--- config.mk ---
export PLATFORM = sky130hd
export DESIGN_NAME = mem_port_arbiter
export DESIGN_NICKNAME = d
export VERILOG_FILES = /design/src/rtl/mem_port_arbiter_pkg.sv /design/src/rtl/mem_port_arbiter_rr_select.sv /design/src/rtl/mem_port_arbiter.sv
export SDC_FILE = /design/constraint.sdc
export NUM_CORES = 2
export LEC_CHECK = 0
export CAP_MARGIN = 5
export CORE_AREA = 2 2 647 649
export CTS_CLUSTER_SIZE = 10
export DETAILED_ROUTE_END_ITERATION = 6
export DIE_AREA = 0 0 649 651
export SETUP_SLACK_MARGIN = 0.4
export SLEW_MARGIN = 30
export SYNTH_ARGS = -nofsm -noshare
export SYNTH_HDL_FRONTEND = slang
export SYNTH_SLANG_ARGS = --single-unit
--- constraint.sdc ---
create_clock -name clk_i -period 42.1 [get_ports clk_i]
set_clock_uncertainty 0.1 [all_clocks]
set_input_delay 10.525 -clock clk_i [delete_from_list [all_inputs] [get_ports clk_i]]
set_output_delay 10.525 -clock clk_i [all_outputs]
set_load 0.005 [all_outputs]
--- src/rtl/mem_port_arbiter_pkg.sv ---
// ============================================================
// mem_arb_pkg: shared types and defaults for mem_port_arbiter
// Revision: 1.0
// ============================================================
`default_nettype none

package mem_arb_pkg;

    localparam int ADDR_W_DEF         = 32;
    localparam int DATA_W_DEF         = 256;
    localparam int TIMEOUT_CYCLES_DEF = 1024;
    localparam int CNT_W_DEF          = 11;

    typedef enum logic [1:0] {
        IDLE  = 2'd0,
        GRANT = 2'd1,
        DONE  = 2'd2
    } arb_state_e;

    localparam logic PORT_I = 1'b0;
    localparam logic PORT_D = 1'b1;

endpackage

`default_nettype wire

--- src/rtl/mem_port_arbiter_rr_select.sv ---
// ============================================================
// rr_select: two-way round-robin winner selection
// Revision: 1.0
// ============================================================
`default_nettype none

module rr_select (
    input  logic [1:0] req_i,
    input  logic       last_i,
    output logic       any_o,
    output logic       winner_o
);

    // On a tie the port that did not win last time goes next.
    always_comb begin
        any_o    = |req_i;
        winner_o = (req_i == 2'b11) ? ~last_i : req_i[1];
    end

endmodule

`default_nettype wire

--- src/rtl/mem_port_arbiter.sv ---
// ============================================================
// mem_port_arbiter: round-robin sharing of one memory port between I$ and D$
// Revision: 1.0
// ============================================================
`default_nettype none

module mem_port_arbiter
    import mem_arb_pkg::*;
#(
    parameter int ADDR_W         = ADDR_W_DEF,
    parameter int DATA_W         = DATA_W_DEF,
    parameter int TIMEOUT_CYCLES = TIMEOUT_CYCLES_DEF,
    parameter int CNT_W          = CNT_W_DEF
) (
    input  logic              clk_i,
    input  logic              rst_i,
    input  logic              req0_enable_i,
    input  logic              req0_write_i,
    input  logic [ADDR_W-1:0] req0_addr_i,
    input  logic [DATA_W-1:0] req0_data_i,
    output logic [DATA_W-1:0] req0_data_o,
    output logic              req0_ack_o,
    input  logic              req1_enable_i,
    input  logic              req1_write_i,
    input  logic [ADDR_W-1:0] req1_addr_i,
    input  logic [DATA_W-1:0] req1_data_i,
    output logic [DATA_W-1:0] req1_data_o,
    output logic              req1_ack_o,
    output logic              mem_enable_o,
    output logic              mem_write_o,
    output logic [ADDR_W-1:0] mem_addr_o,
    output logic [DATA_W-1:0] mem_data_o,
    input  logic [DATA_W-1:0] mem_data_i,
    input  logic              mem_ack_i,
    output logic              busy_o,
    output logic              timeout_o
);

    arb_state_e        state_q;
    logic              owner_q;
    logic              rr_last_q;
    logic [CNT_W-1:0]  cnt_q;
    logic              mem_enable_q;
    logic              mem_write_q;
    logic [ADDR_W-1:0] mem_addr_q;
    logic [DATA_W-1:0] mem_data_q;
    logic [DATA_W-1:0] req0_data_q;
    logic [DATA_W-1:0] req1_data_q;
    logic              req0_ack_q;
    logic              req1_ack_q;
    logic              busy_q;
    logic              timeout_q;

    logic              any_d;
    logic              winner_d;
    logic              cmd_write_d;
    logic [ADDR_W-1:0] cmd_addr_d;
    logic [DATA_W-1:0] cmd_data_d;
    logic [CNT_W-1:0]  cnt_inc_d;

    rr_select u_rr_select (
        .req_i    ({req1_enable_i, req0_enable_i}),
        .last_i   (rr_last_q),
        .any_o    (any_d),
        .winner_o (winner_d)
    );

    always_comb begin
        cmd_write_d = (winner_d == PORT_D) ? req1_write_i : req0_write_i;
        cmd_addr_d  = (winner_d == PORT_D) ? req1_addr_i  : req0_addr_i;
        cmd_data_d  = (winner_d == PORT_D) ? req1_data_i  : req0_data_i;
        cnt_inc_d   = (cnt_q == {CNT_W{1'b1}}) ? cnt_q : cnt_q + CNT_W'(1);
    end

    always_ff @(posedge clk_i or posedge rst_i) begin
        if (rst_i) begin
            state_q      <= IDLE;
            owner_q      <= PORT_I;
            rr_last_q    <= PORT_D;
            cnt_q        <= '0;
            mem_enable_q <= 1'b0;
            mem_write_q  <= 1'b0;
            mem_addr_q   <= '0;
            mem_data_q   <= '0;
            req0_data_q  <= '0;
            req1_data_q  <= '0;
            req0_ack_q   <= 1'b0;
            req1_ack_q   <= 1'b0;
            busy_q       <= 1'b0;
            timeout_q    <= 1'b0;
        end else begin
            req0_ack_q <= 1'b0;
            req1_ack_q <= 1'b0;
            case (state_q)
                IDLE: begin
                    if (any_d) begin
                        owner_q      <= winner_d;
                        rr_last_q    <= winner_d;
                        mem_enable_q <= 1'b1;
                        mem_write_q  <= cmd_write_d;
                        mem_addr_q   <= cmd_addr_d;
                        mem_data_q   <= cmd_data_d;
                        cnt_q        <= '0;
                        busy_q       <= 1'b1;
                        state_q      <= GRANT;
                    end
                end
                GRANT: begin
                    if (mem_ack_i) begin
                        mem_enable_q <= 1'b0;
                        if (owner_q == PORT_D) begin
                            req1_ack_q <= 1'b1;
                            if (!mem_write_q) req1_data_q <= mem_data_i;
                        end else begin
                            req0_ack_q <= 1'b1;
                            if (!mem_write_q) req0_data_q <= mem_data_i;
                        end
                        state_q <= DONE;
                    end else begin
                        // Flag a stalled memory but keep waiting for it.
                        cnt_q <= cnt_inc_d;
                        if (cnt_q == CNT_W'(TIMEOUT_CYCLES - 1)) timeout_q <= 1'b1;
                    end
                end
                DONE: begin
                    busy_q  <= 1'b0;
                    state_q <= IDLE;
                end
                default: begin
                    mem_enable_q <= 1'b0;
                    busy_q       <= 1'b0;
                    state_q      <= IDLE;
                end
            endcase
        end
    end

    assign req0_data_o  = req0_data_q;
    assign req0_ack_o   = req0_ack_q;
    assign req1_data_o  = req1_data_q;
    assign req1_ack_o   = req1_ack_q;
    assign mem_enable_o = mem_enable_q;
    assign mem_write_o  = mem_write_q;
    assign mem_addr_o   = mem_addr_q;
    assign mem_data_o   = mem_data_q;
    assign busy_o       = busy_q;
    assign timeout_o    = timeout_q;

endmodule

`default_nettype wire

==> results by group <==
Global routing
  • First-pass GRT wire length: 354000 um
  • Gr ovfl total: 0
  • Total GRT Usage: 0.133
  • Vias in the first global route: 27399
  • Initial antenna violation count: 211
  • Largest net degree at the start of global routing: 152

Place
  • PortBufs: 1644
  • Pre-CTS setup slack: between 20000 and 30000 ps
  • Detailed placer's ending HPWL: 256000 um
  • Routability cong.: 0.978

Detailed routing
  • Avg Vias per Cell: 2.88
  • Final wirelength: 290000 um
  • WL met3: 34700 um
  • Via count: 27755
  • Met2 Wirelength: 144000 um
  • Routed Antenna Nets: 0
  • Iteration-0 DRC count of the detailed router: 1776
  • Avg WL per Cell: ~30 um
  • Pre-antenna DRT Iters: 5
  • DRC Markers: 0
  • Max layer used: met5
  • Met1 Wirelength: 100000 um

STA
  • Max Transition Viols Final: 0
  • Worst rel slew slack: 0.335
  • Final hold vios: 0
  • Final setup TNS: 0 ps
  • Upper clock frequency limit: between 0.06 and 0.07 GHz
  • Final Cycle Share: 0.351
  • RSZ-0062 raised after global routing: no
  • Actual slew at the worst max-slew pin: 997 ps
  • Tmin final: around 15000 ps
  • Setup WS post-layout: 27300 ps
  • Setup-failing EPs final: 0

Synth
  • Register area share after synthesis: 0.604
  • Synth unique cells: 42
  • Area leader, netlist: dfrtp_1
  • Mapped Nets: 3273
  • Cells after synthesis: approximately 2400
  • Cell area after synthesis: roughly 0.034 mm^2
  • Top FF cell, synth: dfrtp_1
  • Most common cell in the netlist: dfrtp_1
  • Yosys warning total: 0
  • Top cells by area in the synthesized netlist: dfrtp_1 (60%), mux2_2 (10%), mux2_4 (8.8%), mux2i_1 (8.5%), o21ai_0 (4.4%)
  • Yosys reg bits: between 800 and 900
  • Post-synth top cells: dfrtp_1 (820), mux2_2 (306), nand2_1 (301)
  • Mean Syn Cell Area: 14.0 um^2
  • Async S/R FF share, synth: 1.00
  • Share of the synthesized area in the top cell type: 0.603
  • EDFF count, synth: 0

Die
  • Core Footprint: 0.415 mm^2
  • Die area: 0.422 mm^2
  • Initial core utilization: 0.0819
  • Die Ht: 651 um
  • Rows: roughly 240
  • Die Wd: roughly 650 um
  • IO Pins: approximately 1600

Pwr
  • P_leak: 24.5 nW
  • Peak VDD IR: 0.0315 mV
  • Power Density: just over 70 mW/mm^2

Run
  • Maximum Capacitance Violations: 0

Layout
  • Share of layout cells above drive strength 1: 0.170
  • Sequential cell area: 0.0205 mm^2
  • Filler cell count in the final layout: 46366
  • # nets final: 4904
  • Synthesis-to-layout area growth: 75.9%
  • Multi-input combinational cell area: 0.0124 mm^2

Clocking
  • Clock latency at the later pin of the worst-skew pair: slightly above 800 ps
  • Sink Count: 821
  • CTS resizes: 0
  • TritonCTS Buffers: 107
  • Hold buffer count at cts: 0
  • CTS tree: yes
  • Root Buffer: clkbuf_16
  • Maximum buffer depth of the clock tree: 4
  • Clock transition at path regs: 60 ps
  • # Post-CTS Setup Buffers: 0
  • Number of H-tree levels: 3

Setup path
  • Req. time, crit path: about 43000 ps
  • Critical Path Source Type: input pin
  • Critical-path cell list: clkdlybuf4s50_1 -> nand2_1 -> nand2_4 -> buf_4 -> buf_4 -> buf_12 -> buf_6 -> mux2i_1 -> o21ai_0
  • Setup CP Type: in2reg
  • CP max stage delay: ~720 ps
  • CP dominant cell by count: buf_4
  • Arrival time at the worst endpoint: 15340 ps
  • Critical path endpoint category: flip-flop
  • CP max FO: 84
  • Slowest stage cell, crit path: nand2_4

Run status
  • Status: finished clean

Hold path
  • Worst hold path class: reg2reg
==> cell families (layout without fill, tap and decap cells) <==
family / Yosys count / in the layout / share of synthesized area
compound gates: 316 / 316 / 0.0481
buf+inv: 162 / 1850 / 0.0315
mux: 802 / 802 / 0.277
flops: 821 / 821 / 0.604
fa+ha+maj: 1 / 1 / 0.000368
other cells: 0 / 34 / 0
simple gates: 331 / 331 / 0.0390
==> registers in the layout (all words and copies together), names as in the netlist <==
| name | cells |
|---|---|
| busy_o | 1 |
| cnt_q | 11 |
| mem_addr_o | 32 |
| mem_data_o | 256 |
| mem_enable_o | 1 |
| mem_write_o | 1 |
| owner_q | 1 |
| req0_ack_o | 1 |
| req0_data_o | 256 |
| req1_ack_o | 1 |
| req1_data_o | 256 |
| rr_last_q | 1 |
| state_q | 2 |
| timeout_o | 1 |
==> cell type report <==
class                      count  area share
multi-input combinational   1450       0.208
clock buffer                 146      0.0489
timing repair buffer        1678       0.279
antenna                       34     0.00142
tap                         5497       0.115
inverter                       6    0.000502
sequential                   821       0.343
clock inverter                20     0.00385
==> per-stage QoR <==
step / util / std cells / total power [mW] / hold WS (ps) / instance area (um^2)
floorplan: - / 2433 / 1.97 / 361 / 34000
global placement: 0.136 / 9452 / 3.44 / 361 / 56600
detailed placement: 0.136 / 9452 / 3.45 / 369 / 56600
CTS: 0.144 / 9618 / 4.36 / 382 / 59700
global route: 0.144 / 9630 / 4.49 / 398 / 59800
finish: 0.144 / 9652 / 4.26 / 376 / 59800
==> worst max-delay path, delay by kind of cell <==
| kind | cells | cell delay (ps) |
|---|---|---|
| buffers and inverters | 5 | 3110 |
| AOI/OAI and AO/OA | 1 | 110 |
| and+or+nand+nor | 2 | 860 |
| muxes | 1 | 260 |
==> final timing paths <==
| check | startpoint | to | slack, ps | cells after the start |
|---|---|---|---|---|
| min in group asynchronous | rst_i | mem_data_o[84] | 10110 | 2 |
| max in group asynchronous | rst_i | req1_data_o[120] | 27900 | 7 |
| worst max-delay path | req0_enable_i | mem_data_o[181] | 27300 | 9 |
| worst min register to register | mem_data_o[142] | mem_data_o[142] | 380 | 2 |
| worst min-delay path | mem_data_o[142] | mem_data_o[142] | 380 | 2 |
| worst max register to register | rr_last_q | mem_data_o[181] | 37250 | 8 |
==> power by group <==
group,switching [mW],internal (mW)
Combinational,0.918,1.05
Clock,0.381,0.493
Sequential,0.238,1.18
Total,1.54,2.72
==> layout by cell type (no fill, tap or decap), types with 2 or more instances in the layout <==
cell	synthesis	final
clkdlybuf4s50_1	0	1631
dfrtp_1	820	820
mux2_2	306	306
nand2_1	301	299
o21ai_0	296	296
mux2i_1	290	290
mux2_4	200	200
clkbuf_16	0	107
diode_2	0	34
clkbuf_1	34	29
buf_4	7	28
buf_2	67	12
clkbuf_8	0	10
clkinv_2	0	8
nor2_1	7	7
mux2_1	6	6
and3_1	5	5
inv_1	6	5
nand3_1	4	4
inv_16	0	4
buf_12	0	4
a211o_1	3	3
a21oi_1	3	3
buf_6	47	3
nand2_4	0	2
nor3_1	2	2
and4_1	2	2
o211ai_1	2	2
a22o_1	2	2
o311ai_1	2	2
a31oi_1	2	2
clkinv_4	0	2
bufinv_16	0	2
clkinvlp_4	0	2
inv_6	0	2
==> routing by layer <==
metal,up-vias,GRT usage
li1,11823,-
met3,598,0.0687
met1,13727,0.135
met5,-,0
met4,74,0.0367
met2,1533,0.235
(Power assumes the default switching activity.)
